==> src/rtl/j1_io_fabric_if.sv <==
// Bus bundle between the J1 I/O port, the fabric and its peripheral slots.
// master = system side (CPU strobes/address/data plus peripheral read data); slave = the fabric.
interface j1_io_fabric_if #(
  parameter int N_SLOTS = 5
);
  logic                   j1_io_rd;
  logic                   j1_io_wr;
  logic [15:0]            j1_io_addr;
  logic [15:0]            j1_io_dout;
  logic [15:0]            j1_io_din;
  logic [N_SLOTS-1:0]     per_cs;
  logic                   per_rd;
  logic                   per_wr;
  logic [7:0]             per_addr;
  logic [15:0]            per_din;
  logic [16*N_SLOTS-1:0]  per_dout;

  modport master (
    output j1_io_rd, j1_io_wr, j1_io_addr, j1_io_dout, per_dout,
    input  j1_io_din, per_cs, per_rd, per_wr, per_addr, per_din
  );

  modport slave (
    input  j1_io_rd, j1_io_wr, j1_io_addr, j1_io_dout, per_dout,
    output j1_io_din, per_cs, per_rd, per_wr, per_addr, per_din
  );
endinterface

==> src/rtl/j1_io_fabric.sv <==
// J1 I/O interconnect: page decode to N peripheral slots, read mux, unmapped-access trap.
// Optional per-slot access counters are built when IO_FABRIC_STATS_EN is defined.
module j1_io_fabric #(
  parameter int          N_SLOTS      = 5,
  parameter logic [7:0]  BASE_PAGE    = 8'h67,
  parameter logic [7:0]  STAT_PAGE    = 8'h7F,
  parameter logic [15:0] DEFAULT_DATA = 16'h0666,
  parameter int          RD_PIPE      = 0
) (
  input  logic            sys_clk_i,
  input  logic            sys_rst_i,
  j1_io_fabric_if.slave   bus,
  output logic            irq_err
);

  logic [7:0]         page;
  logic [7:0]         offset;
  logic               stat_hit;
  logic               access;
  logic [N_SLOTS-1:0] cs;
  logic [15:0]        slot_rdata;
  logic [15:0]        stat_rdata;
  logic [15:0]        stats_rdata;
  logic [15:0]        mux_rdata;

  logic               err;
  logic               cnt_sat;
  logic [15:0]        err_addr;
  logic [15:0]        err_cnt;
  logic [15:0]        cnt_next;
  logic               irq_en;

  logic               unmapped_evt;
  logic               stat_wr;
  logic               w1c;
  logic               cnt_clr;
  logic               ctrl_wr;

  assign page     = bus.j1_io_addr[15:8];
  assign offset   = bus.j1_io_addr[7:0];
  assign stat_hit = (page == STAT_PAGE);
  assign access   = bus.j1_io_rd | bus.j1_io_wr;

  assign bus.per_rd   = bus.j1_io_rd;
  assign bus.per_wr   = bus.j1_io_wr;
  assign bus.per_addr = offset;
  assign bus.per_din  = bus.j1_io_dout;
  assign bus.per_cs   = cs;

  // 9-bit compare so slots past page 8'hFF never alias back onto low pages
  always_comb begin
    cs = '0;
    for (int i = 0; i < N_SLOTS; i++) begin
      if (!stat_hit && ({1'b0, page} == ({1'b0, BASE_PAGE} + 9'(i)))) begin
        cs[i] = 1'b1;
      end
    end
  end

  always_comb begin
    slot_rdata = '0;
    for (int i = 0; i < N_SLOTS; i++) begin
      if (cs[i]) begin
        slot_rdata = bus.per_dout[16*i +: 16];
      end
    end
  end

  always_comb begin
    stat_rdata = '0;
    case (offset)
      8'h00:   stat_rdata = {8'(N_SLOTS), 6'b0, cnt_sat, err};
      8'h01:   stat_rdata = err_addr;
      8'h02:   stat_rdata = err_cnt;
      8'h03:   stat_rdata = {15'b0, irq_en};
      default: stat_rdata = stats_rdata;
    endcase
  end

  always_comb begin
    mux_rdata = DEFAULT_DATA;
    if (stat_hit) begin
      mux_rdata = stat_rdata;
    end else if (|cs) begin
      mux_rdata = slot_rdata;
    end
  end

  generate
    if (RD_PIPE != 0) begin : g_rd_pipe
      logic [15:0] din_q;
      always_ff @(posedge sys_clk_i) begin
        if (sys_rst_i) begin
          din_q <= DEFAULT_DATA;
        end else begin
          din_q <= mux_rdata;
        end
      end
      assign bus.j1_io_din = din_q;
    end else begin : g_rd_comb
      assign bus.j1_io_din = mux_rdata;
    end
  endgenerate

  assign unmapped_evt = access & ~stat_hit & ~(|cs);
  assign stat_wr      = bus.j1_io_wr & stat_hit;
  assign w1c          = stat_wr & (offset == 8'h00) & bus.j1_io_dout[0];
  assign cnt_clr      = stat_wr & (offset == 8'h02);
  assign ctrl_wr      = stat_wr & (offset == 8'h03);

  // A clear and a new event in the same cycle leave the count at one
  always_comb begin
    cnt_next = err_cnt;
    if (cnt_clr) begin
      cnt_next = unmapped_evt ? 16'h0001 : 16'h0000;
    end else if (unmapped_evt && (err_cnt != 16'hFFFF)) begin
      cnt_next = err_cnt + 16'h0001;
    end
  end

  always_ff @(posedge sys_clk_i) begin
    if (sys_rst_i) begin
      err      <= 1'b0;
      cnt_sat  <= 1'b0;
      err_addr <= '0;
      err_cnt  <= '0;
      irq_en   <= 1'b0;
      irq_err  <= 1'b0;
    end else begin
      if (unmapped_evt) begin
        err      <= 1'b1;
        err_addr <= bus.j1_io_addr;
      end else if (w1c) begin
        err <= 1'b0;
      end
      if (unmapped_evt && (cnt_next == 16'hFFFF)) begin
        cnt_sat <= 1'b1;
      end else if (w1c) begin
        cnt_sat <= 1'b0;
      end
      err_cnt <= cnt_next;
      if (ctrl_wr) begin
        irq_en <= bus.j1_io_dout[0];
      end
      irq_err <= err & irq_en;
    end
  end

`ifdef IO_FABRIC_STATS_EN
  logic [15:0] slot_cnt [N_SLOTS];

  // Clearing a counter takes priority over an access landing in the same cycle
  always_ff @(posedge sys_clk_i) begin
    for (int i = 0; i < N_SLOTS; i++) begin
      if (sys_rst_i) begin
        slot_cnt[i] <= '0;
      end else if (stat_wr && (offset == (8'h10 + 8'(i)))) begin
        slot_cnt[i] <= '0;
      end else if (cs[i] && access) begin
        slot_cnt[i] <= slot_cnt[i] + 16'h0001;
      end
    end
  end

  always_comb begin
    stats_rdata = '0;
    for (int i = 0; i < N_SLOTS; i++) begin
      if (offset == (8'h10 + 8'(i))) begin
        stats_rdata = slot_cnt[i];
      end
    end
  end
`else
  assign stats_rdata = '0;
`endif

endmodule
==> src/flat_wrapper.sv <==
// flat-port wrapper written by rule: the top's interface ports become plain ports
module j1_io_fabric_flat 
#(
  parameter int          N_SLOTS      = 5,
  parameter logic [7:0]  BASE_PAGE    = 8'h67,
  parameter logic [7:0]  STAT_PAGE    = 8'h7F,
  parameter logic [15:0] DEFAULT_DATA = 16'h0666,
  parameter int          RD_PIPE      = 0
)
  (sys_clk_i, sys_rst_i, irq_err, bus_j1_io_rd, bus_j1_io_wr, bus_j1_io_addr, bus_j1_io_dout, bus_per_dout, bus_j1_io_din, bus_per_cs, bus_per_rd, bus_per_wr, bus_per_addr, bus_per_din);
  j1_io_fabric_if #(.N_SLOTS(N_SLOTS)) bus_i ();
  input  logic sys_clk_i;
  input  logic sys_rst_i;
  output logic irq_err;
  input wire logic [$bits(bus_i.j1_io_rd)-1:0] bus_j1_io_rd;
  input wire logic [$bits(bus_i.j1_io_wr)-1:0] bus_j1_io_wr;
  input wire logic [$bits(bus_i.j1_io_addr)-1:0] bus_j1_io_addr;
  input wire logic [$bits(bus_i.j1_io_dout)-1:0] bus_j1_io_dout;
  input wire logic [$bits(bus_i.per_dout)-1:0] bus_per_dout;
  output wire logic [$bits(bus_i.j1_io_din)-1:0] bus_j1_io_din;
  output wire logic [$bits(bus_i.per_cs)-1:0] bus_per_cs;
  output wire logic [$bits(bus_i.per_rd)-1:0] bus_per_rd;
  output wire logic [$bits(bus_i.per_wr)-1:0] bus_per_wr;
  output wire logic [$bits(bus_i.per_addr)-1:0] bus_per_addr;
  output wire logic [$bits(bus_i.per_din)-1:0] bus_per_din;
  assign bus_i.j1_io_rd = bus_j1_io_rd;
  assign bus_i.j1_io_wr = bus_j1_io_wr;
  assign bus_i.j1_io_addr = bus_j1_io_addr;
  assign bus_i.j1_io_dout = bus_j1_io_dout;
  assign bus_i.per_dout = bus_per_dout;
  assign bus_j1_io_din = bus_i.j1_io_din;
  assign bus_per_cs = bus_i.per_cs;
  assign bus_per_rd = bus_i.per_rd;
  assign bus_per_wr = bus_i.per_wr;
  assign bus_per_addr = bus_i.per_addr;
  assign bus_per_din = bus_i.per_din;
  j1_io_fabric #(.N_SLOTS(N_SLOTS), .BASE_PAGE(BASE_PAGE), .STAT_PAGE(STAT_PAGE), .DEFAULT_DATA(DEFAULT_DATA), .RD_PIPE(RD_PIPE)) u_core (.sys_clk_i(sys_clk_i), .sys_rst_i(sys_rst_i), .bus(bus_i), .irq_err(irq_err));
endmodule
==> config.mk <==
export PLATFORM = sky130hd
export DESIGN_NAME = j1_io_fabric_flat
export DESIGN_NICKNAME = d
export VERILOG_FILES = /design/src/rtl/j1_io_fabric_if.sv /design/src/rtl/j1_io_fabric.sv /design/src/flat_wrapper.sv
export SDC_FILE = /design/constraint.sdc
export NUM_CORES = 1
export LEC_CHECK = 0
export CAP_MARGIN = 20
export CORE_ASPECT_RATIO = 1.4
export CORE_MARGIN = 2
export CORE_UTILIZATION = 39
export CTS_CLUSTER_SIZE = 12
export DETAILED_ROUTE_END_ITERATION = 10
export PLACE_DENSITY_LB_ADDON = 0.1
export SETUP_SLACK_MARGIN = 0.3
export SLEW_MARGIN = 20
export SYNTH_ARGS = -nofsm -noshare
export SYNTH_HDL_FRONTEND = slang
export SYNTH_SLANG_ARGS = --single-unit
==> constraint.sdc <==
create_clock -name sys_clk_i -period 3.4 [get_ports sys_clk_i]
set_input_delay 0.85 -clock sys_clk_i [delete_from_list [all_inputs] [get_ports sys_clk_i]]
set_output_delay 0.85 -clock sys_clk_i [all_outputs]
set_load 0.01 [all_outputs]
# Yosys cells after proc, flatten, opt, wreduce, memory -nomap -nowiden
# Cells that the tools add are included.
word_totals:
  regBits: 36
  latch_bits: 0
  ram_bits: 0
  mem_bits_ro: 0
  inputBits: 116
  output_inout_bits: 48
  mem_count: 0
op_classes:
  n_addsub: 1
  n_mul: 0
  div_mod_pow: 0
  order_cmp: 0
  n_eq_ne: 11
  n_shift: 0
  n_mux: 19
  bitwise_logic: 11
  reduce_logical: 12
op_table:
  columns: ["op", "n"]
  rows:
  - ["16-bit two-way mux", 9]
  - ["16-bit one-hot mux with 4 select lines", 1]
  - ["8-bit by 7-bit == test with 1-bit output (second input constant)", 6]
  - ["16-bit by 1-bit adder with 16-bit output (second input constant)", 1]
  - ["16-bit == test (second input constant)", 1]
  - ["8-bit by 2-bit == test with 1-bit output (second input constant)", 2]
  - ["16-bit inequality test (second input constant)", 1]
  - ["1-bit two-way mux", 9]
  - ["1-bit AND", 8]
  - ["8-bit by 1-bit == test with 1-bit output (second input constant)", 1]
  - ["8-bit zero test", 1]
  - ["1-bit logical AND", 7]
  - ["5-bit OR reduction", 1]
  - ["2-bit nonzero test", 2]
  - ["1-bit NOT", 2]
  - ["1-bit zero test", 1]
  - ["1-bit OR", 1]

# Longest topological paths before layout
# Gate-level depths: netlist (run 1).
logic_depth:
  word_depth: 13
  mapped_depth: 9
  mapped_depth_nobuf: 8

# Least setup slack after synthesis (run 1)
# No wires, ideal clock.
synth_path:
  path_type: "input -> output"
  startpoint: "in bus_j1_io_addr[12]"
  endpoint: "out bus_j1_io_din[9]"
  t_arrival_ns: 2.437
  required_time_ns: 2.550
  slack_ns: 0.113
  stages: 7
  cell_sequence: "nand4bb_1 -> or2_2 -> nor3_1 -> nand2_1 -> o21ai_0 -> a221oi_1 -> o211ai_1"
synth_between:
  word_cells_on_any_way: 25
  classes_between: "eq/ne: 6; mux: 12; reduce/logical: 7"
synth_rtl:
  columns: ["item", "line", "text"]
  rows:
  - ["start, declared", "flat_wrapper.sv:17", "input wire logic [$bits(bus_i.j1_io_addr)-1:0] bus_j1_io_addr;"]
  - ["8-bit by 7-bit == test with 1-bit output", "j1_io_fabric.sv:41", "assign stat_hit = (page == STAT_PAGE);"]
  - ["1-bit zero test", "j1_io_fabric.sv:54", "if (!stat_hit && ({1'b0, page} == ({1'b0, BASE_PAGE} + 9'(i)))) begin"]
  - ["1-bit logical AND *", "j1_io_fabric.sv:54", null]
  - ["1-bit two-way mux *", "j1_io_fabric.sv:54", null]
  - ["net bus_per_cs[1]", "flat_wrapper.sv:21", "output wire logic [$bits(bus_i.per_cs)-1:0] bus_per_cs;"]
  - ["16-bit two-way mux (4 in a row)", "j1_io_fabric.sv:63", "if (cs[i]) begin"]
  - ["16-bit two-way mux *", "j1_io_fabric.sv:84", "end else if (|cs) begin"]
  - ["16-bit two-way mux *", "j1_io_fabric.sv:82", "if (stat_hit) begin"]
  - ["end, declared", "flat_wrapper.sv:20", "output wire logic [$bits(bus_i.j1_io_din)-1:0] bus_j1_io_din;"]
# The timed path passes the listed nets; every way through them passes the cells marked *.

# Worst setup path in the final report (run 1)
layout_path:
  startpoint: "in bus_j1_io_addr[3]"
  endpoint: "out bus_j1_io_din[6]"
layout_between:
  elab_chain_cells: 3
  word_cells_on_any_way: 6
  classes_between: "eq/ne: 3; mux: 2; reduce/logical: 1"
layout_lines:
  columns: ["item", "line", "text"]
  rows:
  - ["8-bit by 2-bit == test with 1-bit output (tied with other cells)", "j1_io_fabric.sv:71", "case (offset)"]
  - ["16-bit one-hot mux with 4 select lines *", "j1_io_fabric.sv:71", null]
  - ["16-bit two-way mux *", "j1_io_fabric.sv:82", null]
# Mark *: on every way between the ends. The rest lies on a longest branch, timed or not.

==> results.yml, run 1 <==
status:
  outcome: "completed"
cells_and_area:
  nets: 662
  final_cell_area_um2: 4970
  layout-drive-gt1-share_pct: 31.9
  final-seq-area_um2: 721
  area_growth_syn_to_layout_pct: 73.5
  antenna_cells: 0
  multiInputGateArea_um2: 2090
  fillCellCount: 600
  final_util_pct: 68.8
global_routing:
  busiest_layer: "met2"
  antenna_found_initial: 0
  grtUsageMet2_pct: 55.5
  grt.total_usage_pct: 29.8
  grt_max_degree: 24
  use_met1_pct: 33.4
  grtUsageMet3_pct: 4.62
  grt_first_pass_wirelength_um: 18900
  first_global_vias: 3597
  overflow: 0
logic_synthesis:
  synth_xor_area_share_pct: 3.67
  syn_nets: 496
  synth_edf_count: 0
  synth_ff_type: "dfxtp_1"
  synthMuxAreaShare_pct: 8.43
  synth_top_family_by_area: "simple AND/OR/NAND/NOR gates"
  yosysUniqueCellTypes: 57
  synthArstFlopShare_pct: 0
  synthSimpleGateAreaFrac_pct: 26.6
  seq_area_frac_synth_pct: 25.2
  synth_fa_ha_area_share_pct: 0.437
  yosys_register_bits: 36
  yosys_warnings: 0
  synth_area_um2: 2870
  synth_compound_area_share_pct: 25.1
  syn_inst: 379
  syn_avg_cell_area_um2: 7.56
cts:
  cts_made_buffers: 5
  cts_max_level: 2
  insertion_delay_ps: 290
  cts_tree: "built"
  root_buffer: "clkbuf_8"
  clk_pin_slew_ps: 80
  cts_num_sinks: 36
  clk_path_buf_depth: 2
sta:
  fin_crit_ps: 3260
  finalHoldViolations: 0
  setup_viol: 0
  worst_slack_ps: 140
  worst_pin_slew_ps: 539
  rsz0062_at_grt: "yes"
  slew_viol_final: 0
  fmax_mhz: 307
  post-route-period-util_pct: 95.9
  skew_ps: 6.32
  finalHoldWorstSlack_ps: 458
  slew_headroom_pct: 63.7
placement:
  io_buffers: 133
  post-dp-hpwl_um: 9120
  placed_area_um2: 4480
  gp_congestion: 0.893
  pre_cts_slack_ps: -516
floorplanning:
  die_x_um: 76.4
  die_y_um: 105
  num_rows: 37
  io_pins: 164
  die-area_um2: 8060
  coreArea_um2: 7220
  initial_core_util_pct: 39.7
route:
  firstDrtPassIters: 5
  wl_per_cell_um: 19.0
  drc: 0
  num_vias: 3583
  vias_per_cell: 5.57
  postRouteAntennaNets: 0
  wl_um: 12200
  drtIter0Drc: 184
critical_path:
  critical_path_required_ps: 2550
  cp.arrival_ps: 2410
  startpoint_type: "input pin"
  critPathCaptureType: "primary output"
  cp_max_fo: 2
  setup.worst_path.class: "in -> out"
power:
  powerDensity_nw_per_um2: 234
  ir_drop_mv: 0.233
  leakagePower_nw: 1.96
  power_mw: 1.16
min_path:
  hold_class: "reg -> reg"
job:
  cap_violations: 0
-- synthesized netlist by cell type (6+ instances only) --
cell | n | area share, %
nand2_1 | 55 | 7.2
clkbuf_1 | 18 | 2.4
a221oi_1 | 7 | 2.1
o211ai_1 | 8 | 2.1
a222oi_1 | 6 | 2.1
a21oi_1 | 28 | 4.9
mux2i_1 | 14 | 4.9
and3_1 | 6 | 1.3
xor2_1 | 7 | 2.1
nand4_1 | 6 | 1.3
a22o_1 | 6 | 1.8
dfxtp_1 | 36 | 25
buf_4 | 27 | 7.1
a22oi_1 | 12 | 3.1
nand3_1 | 10 | 1.7
nor3_1 | 7 | 1.2
mux2_2 | 7 | 2.8
nor2_1 | 34 | 4.5
o21ai_0 | 18 | 3.1
-- path summary, 6_finish.rpt --
check                           cells after the start          endpoint  slack [ps]               from
worst max-delay path                               11  bus_j1_io_din[6]         140  bus_j1_io_addr[3]
worst min-delay path                                2    u_core.irq_err         460      u_core.irq_en
worst max register to register                      8    u_core.cnt_sat         690  u_core.err_cnt[0]
worst min register to register                      2    u_core.irq_err         460      u_core.irq_en
-- routing by layer --
layer	share of wire (%)	up-vias
li1	-	1705
met1	37	1694
met2	52	152
met3	7.3	32
met4	3.4	0
met5	0	-
-- cell type report --
cell class                      count  share of cell area, %
Tap cell                           97                   2.44
Inverter                            4                  0.302
Sequential cell                    36                   14.5
Clock inverter                      3                  0.856
Timing Repair Buffer              208                   38.4
Clock buffer                        5                   1.38
Multi-Input combinational cell    290                   42.1
-- power by group --
part	internal, mW	switching (mW)	total, mW
logic	0.194	0.131	0.325
clock network	0.217	0.167	0.384
registers	0.438	0.0169	0.455
total	0.850	0.315	1.16
-- cell usage in the layout (no fill, tap or decap), types with 6 or more instances in the layout --
| cell | n |
|---|---|
| a222oi_1 | 6 |
| o21ai_0 | 9 |
| a22oi_2 | 10 |
| buf_6 | 20 |
| buf_2 | 19 |
| clkdlybuf4s50_1 | 92 |
| dfxtp_1 | 36 |
| dlygate4sd2_1 | 11 |
| buf_4 | 55 |
| o21ai_1 | 11 |
| mux2i_1 | 14 |
| nand4_1 | 6 |
| o211ai_1 | 8 |
| nor2_1 | 28 |
| xor2_1 | 6 |
| nand2_1 | 48 |
| a21oi_1 | 28 |
| a22o_1 | 6 |
| nand3_1 | 10 |
-- metrics by stage --
step,TNS (ps),cells
global route,0,643
CTS,0,639
finish,0,643
detailed placement,-8600,615
floorplan,0,379
global placement,-8360,615
-- registers in the layout, summed over array words and instances, names as in the netlist --
register and flops:
u_core.err_cnt 16, u_core.err 1, u_core.cnt_sat 1, u_core.err_addr 16, u_core.irq_en 1, u_core.irq_err 1
-- what timing repair did --
action,4_1_cts,5_1_grt
endpoints found under the setup margin,21,18
pin swaps,34,20
hold endpoints to repair,0,0
buffers inserted,12,4
resized for setup,181,30
gates cloned,4,0
hold buffers,0,0
-- critical path, cell delays in order --
cell,delay (ps)
buf_8,100
nor4_4,280
buf_4,170
nand2_4,50
nor3b_4,220
buf_6,130
buf_6,90
buf_4,100
a22oi_2,70
o211ai_1,190
buf_2,160
-- logic make-up after synthesis --
logic type	Yosys count
adder cells (fa/ha/maj)	1
flip-flops	36
AND/OR/NAND/NOR	151
buffers and inverters	53
multiplexers	22
AO/OA/AOI/OAI	104
XOR/XNOR	12
Power figures use the tool's default switching activity.
==> inputs of run 2 (changes only) <==
- CORE_UTILIZATION: 39 -> 35
==> run 2 against run 1 <==
Non-clock buffer count fell by 4. Combinational power about the same. Global-route usage down 3.5 points. Flip-flop and latch count unchanged. Via count fell by 0.28%. Final cell count grew 0.16%.
==> results.yml, run 2 (synthesis results as in run 1) <==
global_routing:
  overflow: 0
  grt.total_usage_pct: 26.3
  first_global_vias: 3511
  antenna_found_initial: 1
  grt_first_pass_wirelength_um: 18100
  grt_max_degree: 23
critical_path:
  startpoint_type: "input pin"
  critPathCaptureType: "primary output"
  slowest_stage: "nor4_4"
  critPathBufInv: 4
  cp_max_fo: 6
  critical_path_required_ps: 2550
  slowest_delay_ps: 270
  crit_family: "simple AND/OR/NAND/NOR gates"
  setup.worst_path.class: "in -> out"
  worstPathCellList: "buf_8 -> nor4_4 -> nand2_1 -> nor3b_2 -> buf_6 -> buf_6 -> a22oi_2 -> o211ai_1 -> buf_2"
  reg2reg_setup_slack_ps: 780
  worst_path_most_repeated_cell: "buf_6"
  cp.arrival_ps: 2260
power:
  seqPwrFrac_pct: 34.7
  ir_drop_mv: 0.219
  leakagePower_nw: 1.95
  powerDensity_nw_per_um2: 266
  p_sw_share_pct: 24.9
  combPwrFrac_pct: 25.1
  pwr-share-clk_pct: 40.2
  intPower_uw: 981
  p_sw_uw: 325
floorplanning:
  initial_core_util_pct: 35.6
  coreArea_um2: 8050
  die_x_um: 80.5
  die-area_um2: 8940
  num_rows: 39
  die_y_um: 111
  io_pins: 164
route:
  wl_per_cell_um: 18.8
  drtIter0Drc: 164
  firstDrtPassIters: 4
  drc: 0
  num_vias: 3573
  wl_um: 12100
  postRouteAntennaNets: 0
  vias_per_cell: 5.55
sta:
  skew_ps: 3.74
  slew_viol_final: 0
  worst_slack_ps: 292
  setup_viol: 0
  finalHoldViolations: 0
  rsz0062_at_grt: "yes"
  fmax_mhz: 322
  worst_pin_slew_ps: 486
  fin_setup_tns_ps: 0
  slew_headroom_pct: 67.3
  post-route-period-util_pct: 91.4
  fin_crit_ps: 3110
placement:
  io_buffers: 133
  post-dp-hpwl_um: 9340
  gp_congestion: 0.916
  pre_cts_slack_ps: -531
status:
  outcome: "completed"
cells_and_area:
  layout-drive-gt1-share_pct: 29.7
  layout_commonest_cell: "clkdlybuf4s50_1"
  antenna_cells: 0
  multiInputGateArea_um2: 2040
  largestRegisters: "u_core.err_addr (16), u_core.err_cnt (16)"
  nets: 658
  area_growth_syn_to_layout_pct: 71.3
  layout_common_cells: "clkdlybuf4s50_1, buf_4, nand2_1, dfxtp_1, nor2_1"
  fillCellCount: 780
  final-seq-area_um2: 721
  final_util_pct: 60.9
cts:
  cts_hold_buffers: 0
  insertion_delay_ps: 280
  cts_made_buffers: 5
  clk_pin_slew_ps: 50
  cts_num_sinks: 36
  cts_tree: "built"
  root_buffer: "clkbuf_16"
  clk_path_buf_depth: 2
  cts_max_level: 2
job:
  cap_violations: 0
min_path:
  hold_class: "reg -> reg"
[run 2: area by class of cell]
cell class | instances | area share (%)
multi-input combinational | 290 | 41.5
timing repair buffer | 204 | 37.5
sequential | 36 | 14.7
tap | 102 | 2.60
clock buffer | 5 | 2.55
clock inverter | 3 | 0.867
inverter | 4 | 0.306
[run 2: power by group through the flow]
stage / registers, mW / clock network [mW] / logic (mW)
2_1_floorplan: 0.456 / 0 / 0.130
3_3_place_gp: 0.461 / 0 / 0.300
3_5_place_dp: 0.461 / 0 / 0.303
4_1_cts: 0.452 / 0.535 / 0.315
5_1_grt: 0.455 / 0.549 / 0.349
6_report: 0.453 / 0.525 / 0.327
[run 2: metal layers]
metal,GRT usage [%],up-vias,share of wire (%)
met4,9.49,2,3.1
met2,46.7,143,50
li1,-,1696,-
met1,30.6,1700,38
met3,4.80,32,8.6
met5,0,-,0.099
[run 2: timing repair]
| action | CTS | global route |
|---|---|---|
| endpoints found under the setup margin | 22 | 15 |
| pin swaps | 29 | 17 |
| gates cloned | 2 | 1 |
| gates resized for setup | 179 | 25 |
| buffers inserted | 6 | 6 |
[run 2: worst paths after layout]
| path | from | endpoint | depth (start not counted) |
|---|---|---|---|
| setup / recovery | bus_j1_io_addr[3] | bus_j1_io_din[9] | 9 |
| hold / removal | u_core.err_addr[15] | u_core.err_addr[15] | 2 |
| setup reg to reg | u_core.err_cnt[1] | u_core.cnt_sat | 8 |
| hold reg to reg | u_core.err_addr[15] | u_core.err_addr[15] | 2 |
[run 2: through the flow]
stage / hold WS, ps / instance area [um^2] / std cells / power (mW)
2_1_floorplan: 419 / 2880 / 379 / 0.587
3_3_place_gp: 442 / 4470 / 621 / 0.761
3_5_place_dp: 450 / 4470 / 621 / 0.765
4_1_cts: 457 / 4760 / 637 / 1.30
5_1_grt: 484 / 4910 / 644 / 1.35
6_report: 459 / 4910 / 644 / 1.31
[run 2: worst register-to-register path: cells and delay by family (launching register included)]
kind,cells,cell delay (ps)
AND/OR/NAND/NOR,5,1560
adder cells (fa/ha/maj),1,290
flip-flops,1,430
multiplexers,1,160
AO/OA/AOI/OAI,1,130
